File: src/rtl/word_breaker.sv
// Pops words from a first-word-fall-through FIFO and streams them out as bytes
// over a valid/ready handshake, fetching the next word back-to-back when available.
module word_breaker #(
  parameter int unsigned WORD_SIZE = 32,
  parameter int unsigned BYTE_SIZE = 8,
  parameter bit          LSB_FIRST = 1'b1
) (
  input  logic                 clock,
  input  logic                 reset,
  input  logic [WORD_SIZE-1:0] fifo_data,
  input  logic                 fifo_empty,
  output logic                 fifo_r_enable,
  output logic [BYTE_SIZE-1:0] tx_data,
  output logic                 tx_valid,
  input  logic                 tx_ready,
  output logic                 busy
);

  localparam int unsigned NUM_BYTES = WORD_SIZE / BYTE_SIZE;
  localparam int unsigned IDX_W     = (NUM_BYTES > 1) ? $clog2(NUM_BYTES) : 1;
  localparam logic [IDX_W-1:0] LAST_IDX = IDX_W'(NUM_BYTES - 1);

  typedef enum logic {
    IDLE = 1'b0,
    SEND = 1'b1
  } state_t;

  state_t               state;
  state_t               state_d;
  logic [WORD_SIZE-1:0] word_q;
  logic [WORD_SIZE-1:0] word_d;
  logic [IDX_W-1:0]     idx;
  logic [IDX_W-1:0]     idx_d;
  logic [IDX_W-1:0]     sel;
  logic                 last;
  logic [BYTE_SIZE-1:0] byte_lane [NUM_BYTES];

  // Byte lanes of the held word, lane 0 = least significant byte
  for (genvar i = 0; i < NUM_BYTES; i++) begin : g_lane
    assign byte_lane[i] = word_q[i*BYTE_SIZE +: BYTE_SIZE];
  end

  assign sel      = LSB_FIRST ? idx : (LAST_IDX - idx);
  assign tx_data  = byte_lane[sel];
  assign tx_valid = (state == SEND);
  assign busy     = (state == SEND);

  // Next-state, word capture and pop strobe
  always_comb begin
    state_d       = state;
    word_d        = word_q;
    idx_d         = idx;
    fifo_r_enable = 1'b0;
    last          = (idx == LAST_IDX);
    case (state)
      IDLE: begin
        if (!fifo_empty) begin
          fifo_r_enable = 1'b1;
          word_d        = fifo_data;
          idx_d         = '0;
          state_d       = SEND;
        end
      end
      SEND: begin
        if (tx_ready) begin
          if (!last) begin
            idx_d = idx + IDX_W'(1);
          end else if (!fifo_empty) begin
            fifo_r_enable = 1'b1;
            word_d        = fifo_data;
            idx_d         = '0;
          end else begin
            state_d = IDLE;
          end
        end
      end
      default: state_d = IDLE;
    endcase
    // No pop may escape while reset is held, even though the state already reads IDLE
    if (!reset) begin
      fifo_r_enable = 1'b0;
    end
  end

  always_ff @(posedge clock or negedge reset) begin
    if (!reset) begin
      state  <= IDLE;
      word_q <= '0;
      idx    <= '0;
    end else begin
      state  <= state_d;
      word_q <= word_d;
      idx    <= idx_d;
    end
  end

endmodule

File: config.mk
export PLATFORM = sky130hd
export DESIGN_NAME = word_breaker
export DESIGN_NICKNAME = d
export VERILOG_FILES = /design/src/rtl/word_breaker.sv
export SDC_FILE = /design/constraint.sdc
export NUM_CORES = 1
export LEC_CHECK = 0
export ABC_AREA = 1
export ABC_CLOCK_PERIOD_IN_PS = 1200
export CAP_MARGIN = 15
export CORE_MARGIN = 4
export CORE_UTILIZATION = 40
export CTS_CLUSTER_SIZE = 24
export DETAILED_ROUTE_END_ITERATION = 8
export PLACE_DENSITY = 0.71
export SETUP_SLACK_MARGIN = 0.5
export SLEW_MARGIN = 20
export SYNTH_ARGS = -nofsm -noshare
export SYNTH_HDL_FRONTEND = slang
export SYNTH_SLANG_ARGS = --single-unit
File: constraint.sdc
create_clock -name clock -period 1.2 [get_ports clock]
set_input_delay 0.3 -clock clock [delete_from_list [all_inputs] [get_ports clock]]
set_output_delay 0.3 -clock clock [all_outputs]
set_load 0.01 [all_outputs]
Yosys cells after proc, flatten, opt, wreduce, memory -nomap -nowiden
Index checks and enable logic that the tools add are counted.
- bits in registers: 35
- bits in latches: 0
- memory bits (writable): 0
- ROM bits: 0
- output and inout port bits: 11
- word-level logic and storage cells: 30
- memories kept: 0
- $add $sub $neg: 1
- $mul: 0
- divide/modulo/power cells: 0
- magnitude comparators: 1
- equality and inequality tests: 3
- shift operators: 0
- mux-type cells: 19
- bitwise operators: 2
- reductions and logical operators: 1
- operator list (operator ; count):
    32-bit 2-to-1 mux ; 3
    32-bit case mux with 2 select lines ; 1
    8-bit binary-select mux with 2-bit select ; 1
    8-bit 2-to-1 mux ; 2
    1-bit 2-to-1 mux ; 6
    2-bit 2-to-1 mux ; 3
    1-bit case mux with 2 select lines ; 2
    2-bit case mux with 2 select lines ; 1
    3-bit >= comparator (second input constant) ; 1
    2-bit inverter with 3-bit output ; 1
    2-bit by 1-bit adder with 2-bit output (second input constant) ; 1
    2-bit == test (second input constant) ; 1
    2-bit by 1-bit != test with 1-bit output (second input constant) ; 1
    2-bit != test (second input constant) ; 1
    2-bit AND reduction ; 1
    1-bit inverter ; 1

Longest topological paths before layout
Gate-level depths: netlist (run 1).
- depth in word-level cells: 5
- depth in mapped cells: 7

Worst setup path before layout (run 1)
Ideal clock, no wire load.
- path kind: reg-to-output
- start: reg idx[0]
- end: out tx_data[6]
- arrival: 1.045 ns
- required time: 0.900 ns
- setup slack: -0.145 ns
- stages on the path, launching flop included: 8
- buffers on the path: 2
- cell sequence: dfrtp_1 -> buf_2 -> inv_2 -> buf_4 -> nor2_1 -> nor2_1 -> o21ai_0 -> nand2_1
- longest elaborated chain between the ends: 4
- ends and longest elaborated chain (item ; line ; RTL):
    from (decl) ; 32 ; logic [IDX_W-1:0] idx;
    from (signal assigned) ; 93 ; idx <= idx_d;
    2-bit inverter with 3-bit output (not written as such) ; 44 ; assign tx_data = byte_lane[sel];
    8-bit binary-select mux with 2-bit select ; 44 ;
    8-bit 2-to-1 mux (not written as such) (2 in series) ; 44 ;
    to (decl) ; 13 ; output logic [BYTE_SIZE-1:0] tx_data,
Every way passes these cells. The select of a mux whose other input is x is not followed.

Worst setup path in the final report (run 1)
- start: reg idx[0]
- end: out fifo_r_enable
- longest elaborated chain between the ends: 5
- ends and longest elaborated chain (item ; line ; RTL):
    2-bit == test ; 54 ; last = (idx == LAST_IDX);
    1-bit 2-to-1 mux ; 66 ; if (!last) begin
    1-bit 2-to-1 mux ; 65 ; if (tx_ready) begin
    1-bit case mux with 2 select lines ; 55 ; case (state)
    1-bit 2-to-1 mux ; 80 ; if (!reset) begin
    to (decl) ; 12 ; output logic fifo_r_enable,
Every way passes these cells.

==> reports/qor.yml, run 1 <==
status:
  status: "finished, violations left"
  violations: "negative setup slack"
power_and_ir_drop:
  switching_share_pct: 38.0
  combPwrFrac_pct: 52.6
  clkPwrFrac_pct: 18.2
  power.internal_mw: 4.37
  p_leak_nw: 1.43
  power_density_nw_per_um2: 2490
  power_switching_mw: 2.68
  pwr-share-seq_pct: 29.2
  peakVddDrop_mv: 1.02
clock_network:
  clock_latency_ps: 300
  clk_transition_reported_paths_ps: 80
  ctsHoldBuffers: 0
  cts_max_level: 2
  cts-root-buf: "clkbuf_8"
  clockBufferDepth: 2
  clock-sinks: 35
  tritoncts: "done"
  cts_buffers: 5
placed_design:
  port_buffers: 46
  gp_congestion: 0.796
  dp.cells: 330
  hpwl_um: 3160
worst_setup_path:
  slowest_delay_ps: 490
  cp_top_family: "flip-flops"
  cp.arrival_ps: 1470
  end_kind: "primary output"
  path_buf_inv: 3
  crit_path_cell_trace: "buf_4, ha_4, inv_2, nand2_2, nand3_2, nor2_2, buf_2"
  cpMaxStageDelayCell: "dfrtp_2"
  worstPathMaxFanout: 5
  crit_required_ps: 900
  start_kind: "flop"
  crit_type: "flop to primary output"
yosys:
  ys_ff_latch: 35
  synth_warnings: 0
  synthesis.area_um2: 1800
  postSynthCellCount: 230
  syn-num-nets: 268
  ys_seq_area_share_pct: 48.6
  syn_area_per_cell_um2: 7.83
  synth.distinct_cells: 16
sta:
  fmax_mhz: 565
  fin_crit_ps: 1770
  worst_pin_slew_ps: 278
  finalMaxSlewViolations: 0
  rsz0062_at_grt: "true"
  setup_viol: 46
  finalHoldViolCount: 0
  clock_skew_ps: 12.9
  hold_ws_ps: 441
  final_min_period_over_clock_period_pct: 147
  worst_slack_ps: -569
  slew_headroom_pct: 81.5
die:
  start_util_pct: 41.4
  die_h_um: 75.1
  core_area_um2: 4350
  die_area_um2: 5640
  ios: 47
  core.rowCount: 24
  fp.dieW_um: 75.1
global_route:
  grt_pass1_wl_um: 8610
  track_usage_pct: 20.4
  overflow: 0
  grt_max_degree: 36
  grt_pass1_vias: 1832
  grt_antenna_before_repair: 0
layout:
  diodes: 0
  fin_cells: 355
  drive_gt1_share_pct: 23.8
  syn_to_final_growth_pct: 57.1
  fin_nets: 340
run:
  max-cap-violations: 0
detailed_routing:
  drc: 0
  viasPerCell: 5.20
  num_vias: 1847
  routedWlPerCell_um: 14.8
  drt_iter0_markers: 201
  wl_um: 5260
  antenna_left: 0
  first_pass_iters: 4
worst_hold_path:
  hp-class: "primary input to async pin"
## metrics by stage
stage               area [um^2]  setup WS, ps  utilization, %  total power [mW]  TNS (ps)
floorplan                  1880         -56.3               -              3.91      -403
global placement           2460          -695            56.6              5.20    -24100
detailed placement         2460          -679            56.6              5.29    -24520
CTS                        2800          -589            64.2              6.98    -16850
global route               2830          -652            65.0              7.57    -23940
finish                     2830          -569            65.0              7.06    -20430
## placed cells by master, fill, tap and decap left out
cell / Yosys / final
o21ai_0: 8 / 2
buf_6: 3 / 16
buf_12: 0 / 7
dfrtp_2: 0 / 2
nor2_2: 0 / 2
nand3_4: 0 / 1
buf_16: 0 / 2
nand2_1: 88 / 84
clkdlybuf4s50_1: 0 / 35
nand3_1: 3 / 1
inv_1: 13 / 11
inv_4: 0 / 2
nand3_2: 1 / 2
dfrtp_1: 35 / 33
ha_4: 0 / 1
o211ai_1: 8 / 8
nor2_1: 19 / 17
clkinvlp_4: 0 / 1
nand2_2: 1 / 3
nand2_4: 0 / 2
o21ai_1: 0 / 6
inv_2: 1 / 2
bufinv_16: 0 / 2
nand4_1: 33 / 33
buf_2: 9 / 9
inv_6: 0 / 1
buf_4: 2 / 12
ha_1: 2 / 1
clkbuf_8: 0 / 5
## worst paths after layout
path	start	to	slack [ps]	depth (start not counted)
min in group clock	word_q[18]$_DFFE_PN0P_	word_q[18]$_DFFE_PN0P_	470	2
worst max-delay path	idx[0]$_DFFE_PN0P_	fifo_r_enable	-570	7
worst min register to register	word_q[18]$_DFFE_PN0P_	word_q[18]$_DFFE_PN0P_	470	2
worst max register to register	idx[0]$_DFFE_PN0P_	word_q[22]$_DFFE_PN0P_	-540	10
worst min-delay path	reset	word_q[6]$_DFFE_PN0P_	440	2
max in group asynchronous	reset	busy$_DFF_PN0_	560	2
## power by group through the flow
stage	combinational, mW	clock, mW	sequential (mW)
after CTS	3.62	1.31	2.05
after global routing	4.10	1.35	2.12
after global placement	3.18	0	2.02
final	3.71	1.29	2.06
after detailed placement	3.25	0	2.04
after floorplan	1.95	0	1.96
## timing repair
| item | 4_1_cts | 5_1_grt |
|---|---|---|
| gates cloned | 4 | 0 |
| setup buffers | 10 | 3 |
| pin swaps | 13 | 7 |
| setup endpoints to repair | 81 | 81 |
| resized for setup | 74 | 5 |
## per-layer routing
layer / vias to the layer above / share of wire, % / GRT usage, %
met2: 63 / 51 / 34.5
met1: 871 / 41 / 26.8
met4: 0 / 0.59 / 5.34
met3: 4 / 6.7 / 4.14
li1: 909 / - / -
met5: - / 0 / 0
## kinds of logic after synthesis
| kind of cell | synth area share, % |
|---|---|
| simple gates | 35.5 |
| fa+ha+maj | 1.39 |
| flops | 48.6 |
| compound gates | 5.56 |
| buf+inv | 8.96 |
## area by class of cell
class / instances / area (um^2)
clock inverters: 3 / 67.6
inverters: 14 / 57.6
flip-flops and latches: 35 / 878
fillers: 360 / 1520
repair buffers: 81 / 861
clock buffers: 5 / 68.8
repair inverters: 2 / 12.5
multi-input cells: 163 / 820
well taps: 52 / 65.1
## synthesized netlist by cell type
| cell type | number | area, um^2 |
|---|---|---|
| buf_6 | 3 | 33.8 |
| ha_1 | 2 | 25.0 |
| o211ai_1 | 8 | 60.1 |
| nor2_1 | 19 | 71.3 |
| clkbuf_1 | 4 | 15.0 |
| inv_2 | 1 | 3.75 |
| buf_2 | 9 | 45.0 |
| buf_4 | 2 | 15.0 |
| nand2_2 | 1 | 6.26 |
| nand3_1 | 3 | 15.0 |
| nand3_2 | 1 | 10.0 |
| dfrtp_1 | 35 | 876 |
| o21ai_0 | 8 | 40.0 |
| inv_1 | 13 | 48.8 |
| nand4_1 | 33 | 206 |
| nand2_1 | 88 | 330 |
## flip-flops by register name, indices dropped and copies added (netlist names)
| name | flops |
|---|---|
| idx | 2 |
| busy | 1 |
| word_q | 32 |
Power figures use the tool's default switching activity.
==> run 2, diff against run 1 <==
--- a/config.mk
+++ b/config.mk
@@ -9,10 +9,10 @@
 export ABC_CLOCK_PERIOD_IN_PS = 1200
 export CAP_MARGIN = 15
 export CORE_MARGIN = 4
-export CORE_UTILIZATION = 40
+export CORE_UTILIZATION = 43
 export CTS_CLUSTER_SIZE = 24
 export DETAILED_ROUTE_END_ITERATION = 8
-export PLACE_DENSITY = 0.71
+export PLACE_DENSITY = 0.76
 export SETUP_SLACK_MARGIN = 0.5
 export SLEW_MARGIN = 20
 export SYNTH_ARGS = -nofsm -noshare
==> reports/qor.yml, run 2 (synthesis gave the netlist of run 1 again) <==
sta:
  clock_skew_ps: 5.95
  worst_slack_ps: -594
  fmax_mhz: 558
  finalHoldViolCount: 0
  slew_headroom_pct: 80.9
  rsz0062_at_grt: "true"
  worst_pin_slew_ps: 286
  setup_viol: 45
  final_min_period_over_clock_period_pct: 149
  finalMaxSlewViolations: 0
  fin_crit_ps: 1790
clock_network:
  tritoncts: "done"
  clock_latency_ps: 290
  cts_buffers: 5
  ctsHoldBuffers: 0
  clockBufferDepth: 2
  cts_max_level: 2
  clk_transition_reported_paths_ps: 70
  clock-sinks: 35
  cts-root-buf: "clkbuf_8"
global_route:
  track_usage_pct: 21.1
  grt_pass1_vias: 1884
  grt_pass1_wl_um: 8560
  grt_antenna_before_repair: 0
  overflow: 0
  grt_max_degree: 36
detailed_routing:
  first_pass_iters: 5
  antenna_left: 0
  routedWlPerCell_um: 16.5
  num_vias: 1936
  drc: 0
  drt_iter0_markers: 196
  viasPerCell: 5.50
  wl_um: 5790
worst_setup_path:
  r2r_setup_slack_ps: -540
  crit_path_cell_trace: "clkinv_4, buf_12, nor2_4, nor2_1, o21ai_1, nand2_1, buf_2"
  reg2reg_depth: 10
  crit_required_ps: 900
  start_kind: "flop"
  r2r_start: "idx[0]$_DFFE_PN0P_"
  cp.arrival_ps: 1490
  slowest_delay_ps: 540
  worstPathMaxFanout: 6
  cpMaxStageDelayCell: "dfrtp_2"
  crit_type: "flop to primary output"
  end_kind: "primary output"
  r2r_end: "word_q[10]$_DFFE_PN0P_"
  critPathLaunch: "idx[0]$_DFFE_PN0P_"
layout:
  drive_gt1_share_pct: 40.1
  syn_to_final_growth_pct: 68.9
  regMostFlops: "word_q"
  diodes: 0
  largest_register_ffs: 32
  final_area_um2: 3040
  fin_nets: 340
  fin_util_pct: 75.5
  mostFrequentLayoutCells: "nand2_1 (44), clkdlybuf4s50_1 (35), nand4_1 (33), dfrtp_1 (33), nand2_2 (30)"
  final_common_cell: "nand2_1"
die:
  die_area_um2: 5290
  core.rowCount: 23
  core_area_um2: 4030
  start_util_pct: 44.7
  fp.dieW_um: 72.7
  ios: 47
  die_h_um: 72.7
placed_design:
  placed_cell_area_um2: 2430
  hpwl_um: 3060
  port_buffers: 46
  gp_congestion: 0.753
power_and_ir_drop:
  peakVddDrop_mv: 1.05
  p_leak_nw: 1.46
  power_density_nw_per_um2: 2430
status:
  violations: "negative setup slack"
  status: "finished, violations left"
run:
  max-cap-violations: 0
worst_hold_path:
  hp-class: "primary input to async pin"
-- run 2: cell count changes in the layout (fill, tap and decap cells not counted), sizes merged --
cell	delta
bufinv	-2
clkinvlp	-1
inv	-1
clkbuf	+2
clkinv	+2
buf	-1
-- run 2: worst max path at each step --
stage | cells past startpoint | to
3_3_place_gp | 6 | fifo_r_enable
6_report | 7 | tx_data[0]
2_1_floorplan | 7 | tx_data[6]
5_1_grt | 7 | tx_data[5]
4_1_cts | 5 | tx_data[3]
3_5_place_dp | 6 | fifo_r_enable
-- run 2: where the power goes --
group          switching (mW)  internal (mW)
Sequential              0.590           1.72
Clock                   0.429          0.450
Combinational            2.12           2.08
-- run 2: metal layers --
layer | vias to the layer above | wire, um | track usage [%]
met3 | 18 | 457 | 5.51
li1 | 905 | - | -
met2 | 102 | 2910 | 33.6
met4 | 0 | 161 | 8.40
met5 | - | 0 | 0
met1 | 911 | 2260 | 27.4
-- run 2: critical path: cells and delay by family (launching register included) --
| family | cells | cell delay [ps] |
|---|---|---|
| compound gates | 1 | 70 |
| buf+inv | 3 | 400 |
| flops | 1 | 540 |
| simple gates | 3 | 200 |
-- run 2: area by class of cell --
cell class,instances,area [um^2]
clock buffer,6,82.6
sequential,35,878
multi-input combinational,163,1050
inverter,14,60.1
fill,278,986
clock inverter,1,5.00
tap,50,62.6
timing repair buffer,81,887
timing repair inverter,2,15.0
-- run 2: through the flow --
step                setup TNS, ps  hold slack (ps)  power [mW]  std cells  setup slack (ps)
finish                     -22320              444        7.38        352              -594
CTS                        -21120              445        6.55        347              -583
floorplan                    -403             4.41        3.91        230             -56.3
global route               -25340              484        7.84        352              -683
global placement           -23720              448        5.07        325              -662
detailed placement         -25470              457        5.15        325              -696
-- run 2: timing repair --
item,in CTS,in global routing
setup endpoints to repair,81,81
resized for setup,93,63
pin swaps,10,7
hold endpoints to repair,0,0
cloned,5,1
buffers inserted,10,4
